`src/rtl/stream_fifo_arbiter.sv`:
```
// Round-robin burst arbiter: NUM_IN AXI-Stream producers share one FIFO input port.
// Latency: grant 1 cycle after a request is seen in IDLE; data path is combinational (0 cycles).
// Backpressure: out_TREADY passes straight to the granted producer; a burst is granted only if the FIFO has room for all of it.
//
// Ports:
//   ap_clk, ap_rst           clock, asynchronous active-high reset
//   in_TDATA/TVALID/TREADY   NUM_IN producer streams (stream i at in_TDATA[i*WIDTH +: WIDTH])
//   out_TDATA/TVALID/TREADY  single stream towards the FIFO in0 port
//   fifo_count               FIFO occupancy, used for the space check
//   grant_idx                current or last granted stream (zero-extended)
//   busy                     high while a burst is in progress
//   err                      sticky stall-timeout flag
//
// Optional feature macro: STREAM_ARB_TIMEOUT_EN
//   defined   : a burst whose producer stalls for TIMEOUT cycles is aborted and err is set
//   undefined : bursts wait indefinitely, err is tied to 0

module stream_fifo_arbiter #(
  parameter int NUM_IN     = 4,
  parameter int WIDTH      = 32,
  parameter int BURST_LEN  = 16,
  parameter int FIFO_DEPTH = 2048,
  parameter int COUNT_W    = 11,
  parameter int SLACK      = 2,
  parameter int TIMEOUT    = 64
) (
  input  logic                    ap_clk,
  input  logic                    ap_rst,
  input  logic [NUM_IN*WIDTH-1:0] in_TDATA,
  input  logic [NUM_IN-1:0]       in_TVALID,
  output logic [NUM_IN-1:0]       in_TREADY,
  output logic [WIDTH-1:0]        out_TDATA,
  output logic                    out_TVALID,
  input  logic                    out_TREADY,
  input  logic [COUNT_W-1:0]      fifo_count,
  output logic [2:0]              grant_idx,
  output logic                    busy,
  output logic                    err
);

  localparam int IDX_W  = $clog2(NUM_IN);
  localparam int BCNT_W = $clog2(BURST_LEN + 1);
  // Wide enough that count + BURST_LEN + SLACK can never wrap.
  localparam int SUM_W  = COUNT_W + 33;

  typedef enum logic [0:0] {
    S_IDLE  = 1'b0,
    S_BURST = 1'b1
  } state_t;

  state_t              r_state;
  state_t              w_next;
  logic [BCNT_W-1:0]   r_beat_cnt;
  logic [IDX_W-1:0]    r_rr_ptr;
  logic [IDX_W-1:0]    r_grant;

  logic [SUM_W-1:0]    w_need;
  logic                w_space;
  logic [IDX_W-1:0]    w_cand;
  logic [IDX_W-1:0]    w_sel;
  logic                w_any;
  logic                w_start;
  logic                w_beat;
  logic                w_last;
  logic                w_abort;

  // ---------------------------------------------------------------------------
  // Space check: the whole burst plus reporting slack must fit.
  // ---------------------------------------------------------------------------
  always_comb begin
    w_need  = SUM_W'(fifo_count) + SUM_W'(BURST_LEN) + SUM_W'(SLACK);
    w_space = (w_need <= SUM_W'(FIFO_DEPTH));
  end

  // ---------------------------------------------------------------------------
  // Round-robin pick: first valid stream after r_rr_ptr, wrapping modulo NUM_IN.
  // r_rr_ptr itself is examined last, so the previous winner only repeats when
  // no other stream is requesting.
  // ---------------------------------------------------------------------------
  always_comb begin
    w_any  = 1'b0;
    w_sel  = r_rr_ptr;
    w_cand = r_rr_ptr;
    for (int i = 1; i <= NUM_IN; i++) begin
      w_cand = IDX_W'((int'(r_rr_ptr) + i) % NUM_IN);
      if (!w_any && in_TVALID[w_cand]) begin
        w_any = 1'b1;
        w_sel = w_cand;
      end
    end
  end

  assign w_start = (r_state == S_IDLE) && w_any && w_space;
  assign w_beat  = (r_state == S_BURST) && out_TVALID && out_TREADY;
  assign w_last  = w_beat && (r_beat_cnt == BCNT_W'(BURST_LEN - 1));

`ifdef STREAM_ARB_TIMEOUT_EN
  localparam int STALL_W = $clog2(TIMEOUT + 1);

  logic [STALL_W-1:0] r_stall;
  logic               r_err;

  // Abort on the edge where the stall count would reach TIMEOUT, so the
  // arbiter is back in IDLE exactly TIMEOUT stalled cycles after the last beat.
  assign w_abort = (r_state == S_BURST) && !in_TVALID[r_grant] &&
                   (r_stall == STALL_W'(TIMEOUT - 1));

  always_ff @(posedge ap_clk or posedge ap_rst) begin
    if (ap_rst) begin
      r_stall <= '0;
      r_err   <= 1'b0;
    end else begin
      if (r_state != S_BURST || w_beat || w_abort) begin
        r_stall <= '0;
      end else if (!in_TVALID[r_grant]) begin
        r_stall <= r_stall + 1'b1;
      end
      if (w_abort) begin
        r_err <= 1'b1;
      end
    end
  end

  assign err = r_err;
`else
  assign w_abort = 1'b0;
  assign err     = 1'b0;
`endif

  // ---------------------------------------------------------------------------
  // FSM: state register
  // ---------------------------------------------------------------------------
  always_ff @(posedge ap_clk or posedge ap_rst) begin
    if (ap_rst) begin
      r_state <= S_IDLE;
    end else begin
      r_state <= w_next;
    end
  end

  // ---------------------------------------------------------------------------
  // FSM: next state
  // ---------------------------------------------------------------------------
  always_comb begin
    w_next = r_state;
    case (r_state)
      S_IDLE: begin
        if (w_start) begin
          w_next = S_BURST;
        end
      end
      S_BURST: begin
        // Returning to IDLE after the last beat gives the one-cycle bubble in
        // which the next winner is chosen.
        if (w_last || w_abort) begin
          w_next = S_IDLE;
        end
      end
      default: w_next = S_IDLE;
    endcase
  end

  // ---------------------------------------------------------------------------
  // FSM: outputs. Pure pass-through from the granted stream while in BURST;
  // everything parked at zero in IDLE so out_TDATA is never X.
  // ---------------------------------------------------------------------------
  always_comb begin
    out_TDATA  = '0;
    out_TVALID = 1'b0;
    in_TREADY  = '0;
    if (r_state == S_BURST) begin
      out_TDATA           = in_TDATA[int'(r_grant)*WIDTH +: WIDTH];
      out_TVALID          = in_TVALID[r_grant];
      in_TREADY[r_grant]  = out_TREADY;
    end
  end

  // ---------------------------------------------------------------------------
  // Grant bookkeeping and beat counter
  // ---------------------------------------------------------------------------
  always_ff @(posedge ap_clk or posedge ap_rst) begin
    if (ap_rst) begin
      r_beat_cnt <= '0;
      r_rr_ptr   <= IDX_W'(NUM_IN - 1);
      r_grant    <= '0;
    end else begin
      if (w_start) begin
        r_grant    <= w_sel;
        r_rr_ptr   <= w_sel;
        r_beat_cnt <= '0;
      end else if (w_last || w_abort) begin
        // r_rr_ptr already holds the granted stream, so an aborted stream is
        // searched last at the next decision.
        r_beat_cnt <= '0;
      end else if (w_beat) begin
        r_beat_cnt <= r_beat_cnt + 1'b1;
      end
    end
  end

  assign busy      = (r_state == S_BURST);
  assign grant_idx = 3'(r_grant);

endmodule
```
`config.mk`:
```
export PLATFORM = sky130hd
export DESIGN_NAME = stream_fifo_arbiter
export DESIGN_NICKNAME = d
export VERILOG_FILES = /design/src/rtl/stream_fifo_arbiter.sv
export SDC_FILE = /design/constraint.sdc
export NUM_CORES = 1
export LEC_CHECK = 0
export CAP_MARGIN = 20
export CELL_PAD_IN_SITES_DETAIL_PLACEMENT = 0
export CELL_PAD_IN_SITES_GLOBAL_PLACEMENT = 1
export CORE_ASPECT_RATIO = 2
export CORE_MARGIN = 4
export CORE_UTILIZATION = 20
export CTS_CLUSTER_DIAMETER = 30
export DETAILED_ROUTE_END_ITERATION = 10
export PLACE_DENSITY = 0.87
export SYNTH_ARGS = -nofsm -noshare
export SYNTH_HDL_FRONTEND = slang
export SYNTH_SLANG_ARGS = --single-unit
```
`constraint.sdc`:
```
create_clock -name ap_clk -period 2.3 [get_ports ap_clk]
set_input_delay 0.23 -clock ap_clk [delete_from_list [all_inputs] [get_ports ap_clk]]
set_output_delay 0.23 -clock ap_clk [all_outputs]
set_load 0.005 [all_outputs]
```
==> summary.md <==
| Metric | Value |
|---|---|
| Leakage power total | ~1.5 nW |
| Proportion of power drawn by combinational gates | 80.0% |
| Die Height | between 100 and 150 µm |
| Final setup margin | 49.34 ps |
| Arrival time of data at the critical path endpoint | just over 2000 ps |
| IO Count | 188 |
| Number of nets in the layout | 490 |
| #FFs+latches synth | 10 |
| R2R setup slack | ~570 ps |
| Half-perimeter wire length after detailed placement | 7.225 mm |
| Setup WS pre-CTS | 178.7 ps |
| R2R depth | 6 |
| Path class of the lowest-slack min-delay path | input port to asynchronous set/reset pin |
| Proportion of layout cells with a drive suffix above 1 | 16.42% |
| Worst reg2reg startpoint | r_grant[0] |
| Cell count after synthesis | 150 |
| Worst-case clock buffer depth | 2 |
| Starting density of the core | between 20% and 30% |
| Number of setup violations in the final report | 0 |
| Slew Limit Headroom | about 65% |
| Internal | 2.433 mW |
| Slew of the pin with the lowest slew margin | about 520 ps |
| DRC violations left | 0 |
| Yosys cell types | 40 |
| Crit. End Element | output port |
| Sequential share of power | about a tenth |
| Peak supply drop | between 0.7 and 0.8 mV |
| Full die area | 10020 µm² |
| Routed wire length | ~8 mm |
| Number of warnings issued by yosys | 0 |
| Area growth, synth to finish | 131.1% |
| Clock insertion delay at the later pin of the skew report | 240 ps |
| TritonCTS clock tree | done |
| Maximum number of pins on one net before global-route repair | 26 |
| Share of synthesized area occupied by flip-flops and latches | about 15% |
| Inserted Clock Buffers | 3 |
| GRT Overall Usage | 15.22% |
| Initial drt markers | 31 |
| Die boundary width | 72.82 µm |
| Average wire length per cell after detail routing | 18.68 µm |
| Sinks on the clock net | 10 |
| Vias per std cell | 4.714 |
| Clock Root Buffer | sky130_fd_sc_hd__clkbuf_16 |
| Rows | 47 |
| Final worst clock skew | 1.767 ps |
| Max-slew violation count | 0 |
| Clock-pin slew on the worst setup and hold paths | around 40 ps |
| Routability-driven placement congestion ratio | 0.8347 |
| H-Tree Depth | 1 |
| # port buffers | roughly 190 |
| Overall via count from detail_route | 2074 |
| Minimum clock period after layout | 2251 ps |
| Via count of the first global-routing pass | 2228 |
| Final core utilization | 47.17% |
| Reg2Reg Capture Point | r_beat_cnt[3] |
| Count of endpoints failing hold in the final timing report | 0 |
| Number of antenna violations at the first check in global routing | 1 |
| Highest Clock Rate | 444.3 MHz |
| Crit-path max FO | 7 |
| Worst Setup Start Kind | register |
| Residual overflow from global routing | 0 |
| Cell area after synthesis | 1680 µm² |
| Max capacitance violation total | 0 |
| Area of the core | a little over 8000 µm² |
| Power density over the cells | 912.3 nW/µm² |
| Clock power frac | 9.8% |
| Switching power as a share of total power | roughly 31% |
| Worst Path Required | 2070 ps |
| 1st-pass router iterations | 4 |
| Outcome | complete, no violations |
| Net switching power | ~1.1 mW |
| Count of hold-fix buffers inserted at cts | 0 |
| Setup repair after global routing missed its margin | yes |
| Average size of a mapped cell | between 10 and 15 µm² |
| Crit path kind | register to output port |
| First-pass GRT wire length | 11.60 mm |
| Period Utilization, post-route | between 90 and 100% |
| Antenna Violating Nets Remaining | 0 |
[worst max path at each step]
stage | start | endpoint | depth (start not counted)
global placement | r_grant[0] | out_TDATA[1] | 4
finish | r_grant[0] | out_TDATA[0] | 5
global route | r_grant[0] | out_TDATA[0] | 5
CTS | r_grant[0] | out_TDATA[1] | 4
detailed placement | r_grant[0] | out_TDATA[2] | 4
floorplan | r_grant[0] | out_TDATA[10] | 4
[cell type report]
class / instances / area (µm²)
Antenna cell: 1 / 2.502
Clock buffer: 4 / 88.84
Fill cell: 771 / 4349
Inverter: 6 / 22.52
Multi-Input combinational cell: 121 / 1336
Sequential cell: 10 / 254.0
Tap cell: 98 / 122.6
Timing Repair Buffer: 200 / 2057
[power by group through the flow]
stage                     sequential (mW)  combinational [mW]  clock, mW
after CTS                           0.373                2.69      0.350
final                               0.362                2.83      0.348
after global routing                0.378                3.06      0.358
after floorplan                     0.325                1.42          0
after global placement              0.388                2.61          0
after detailed placement            0.393                2.64          0
[layout by cell type, fill, tap and decap left out, types with 2 or more instances in the layout]
cell type | Yosys | routed
sky130_fd_sc_hd__a21oi_1 | 3 | 3
sky130_fd_sc_hd__and2_1 | 33 | 33
sky130_fd_sc_hd__buf_12 | 0 | 3
sky130_fd_sc_hd__buf_4 | 2 | 7
sky130_fd_sc_hd__buf_6 | 1 | 2
sky130_fd_sc_hd__clkbuf_16 | 0 | 5
sky130_fd_sc_hd__clkdlybuf4s50_1 | 0 | 183
sky130_fd_sc_hd__conb_1 | 1 | 2
sky130_fd_sc_hd__dfrtp_1 | 8 | 7
sky130_fd_sc_hd__dfstp_2 | 2 | 2
sky130_fd_sc_hd__dlymetal6s2s_1 | 0 | 2
sky130_fd_sc_hd__ha_1 | 2 | 2
sky130_fd_sc_hd__inv_1 | 6 | 6
sky130_fd_sc_hd__mux2i_1 | 5 | 5
sky130_fd_sc_hd__mux4_1 | 3 | 3
sky130_fd_sc_hd__mux4_2 | 30 | 30
sky130_fd_sc_hd__nand2_1 | 2 | 2
sky130_fd_sc_hd__nand3_1 | 3 | 3
sky130_fd_sc_hd__nand4_1 | 2 | 2
sky130_fd_sc_hd__nor2_1 | 10 | 10
sky130_fd_sc_hd__nor3_1 | 3 | 3
sky130_fd_sc_hd__o21ai_0 | 2 | 2
sky130_fd_sc_hd__o22ai_1 | 3 | 3
[registers in the layout, summed over array words and instances (netlist names)]
register / cells
r_beat_cnt: 5
r_grant: 2
r_rr_ptr: 2
busy: 1
[cell families after synthesis]
logic type      count (synthesis)  share of synthesized area, %
other cells                     1                        0.2232
flops                          10                         15.04
fa+ha+maj                       2                         1.489
compound gates                 17                         7.075
xor+xnor                        2                         1.043
simple gates                   60                         21.59
buf+inv                        20                         5.659
mux                            38                         47.88
[stage by stage]
step	TNS (ps)	power (mW)	cell area, µm²	hold slack (ps)	std cells
5_1_grt	-9.621	3.799	3884	337.3	440
3_5_place_dp	0	3.035	3680	539.4	429
6_report	0	3.543	3884	271.7	440
2_1_floorplan	0	1.747	1684	68.75	151
3_3_place_gp	0	2.994	3680	522.9	429
4_1_cts	0	3.417	3784	290.3	435
[worst max-delay path, stage by stage (launching register included)]
cell and delay, ps:
sky130_fd_sc_hd__dfrtp_2 360, sky130_fd_sc_hd__buf_12 140, sky130_fd_sc_hd__buf_4 110, sky130_fd_sc_hd__mux4_1 520, sky130_fd_sc_hd__and2_1 200, sky130_fd_sc_hd__clkdlybuf4s50_1 450
[layer usage]
metal / up-vias / part of all wire (%) / track usage (%)
met3: 13 / 14 / 6.574
met4: 0 / 2.0 / 5.647
met5: - / 0 / 0
li1: 970 / - / -
met2: 139 / 55 / 29.88
met1: 952 / 29 / 12.83
[repair_timing]
| action | in CTS | in global routing |
|---|---|---|
| gates cloned | 0 | 2 |
| gates resized for setup | 0 | 6 |
| buffers inserted | 2 | 2 |
| endpoints found under the setup margin | 31 | 19 |
[Yosys cell counts]
cell                        number  area share (%)
sky130_fd_sc_hd__a31oi_1         1            0.37
sky130_fd_sc_hd__inv_1           6             1.3
sky130_fd_sc_hd__nand4_1         2            0.74
sky130_fd_sc_hd__o211ai_1        1            0.45
sky130_fd_sc_hd__a31o_2          1            0.52
sky130_fd_sc_hd__a21boi_0        1            0.45
sky130_fd_sc_hd__nand2_1         2            0.45
sky130_fd_sc_hd__a21oi_1         3            0.89
sky130_fd_sc_hd__buf_6           1            0.67
sky130_fd_sc_hd__and4b_1         1            0.60
sky130_fd_sc_hd__mux4_1          3             4.7
sky130_fd_sc_hd__xor2_1          1            0.52
sky130_fd_sc_hd__o31ai_1         1            0.45
sky130_fd_sc_hd__o21ai_0         2            0.60
sky130_fd_sc_hd__buf_1           2            0.45
sky130_fd_sc_hd__ha_1            2             1.5
sky130_fd_sc_hd__nor3b_1         1            0.45
sky130_fd_sc_hd__a211oi_2        1            0.74
sky130_fd_sc_hd__nor3_1          3            0.89
sky130_fd_sc_hd__nor4_1          1            0.37
sky130_fd_sc_hd__dfstp_2         2             3.1
sky130_fd_sc_hd__nor2_1         10             2.2
sky130_fd_sc_hd__clkbuf_1        5             1.1
sky130_fd_sc_hd__nand3_1         3            0.89
sky130_fd_sc_hd__o22ai_1         3             1.1
sky130_fd_sc_hd__xnor2_1         1            0.52
sky130_fd_sc_hd__buf_2           4             1.2
sky130_fd_sc_hd__mux2i_1         5             3.0
sky130_fd_sc_hd__buf_4           2            0.89
sky130_fd_sc_hd__nand3_4         1             1.0
sky130_fd_sc_hd__a221oi_1        1            0.52
sky130_fd_sc_hd__and4bb_2        1            0.74
sky130_fd_sc_hd__and2_1         33              12
sky130_fd_sc_hd__o2bb2ai_1       1            0.52
sky130_fd_sc_hd__or3_1           1            0.37
sky130_fd_sc_hd__conb_1          1            0.22
sky130_fd_sc_hd__dfrtp_1         8              12
sky130_fd_sc_hd__mux4_2         30              40
sky130_fd_sc_hd__a21o_1          1            0.45
sky130_fd_sc_hd__and3b_1         1            0.52
(Power assumes the default switching activity.)
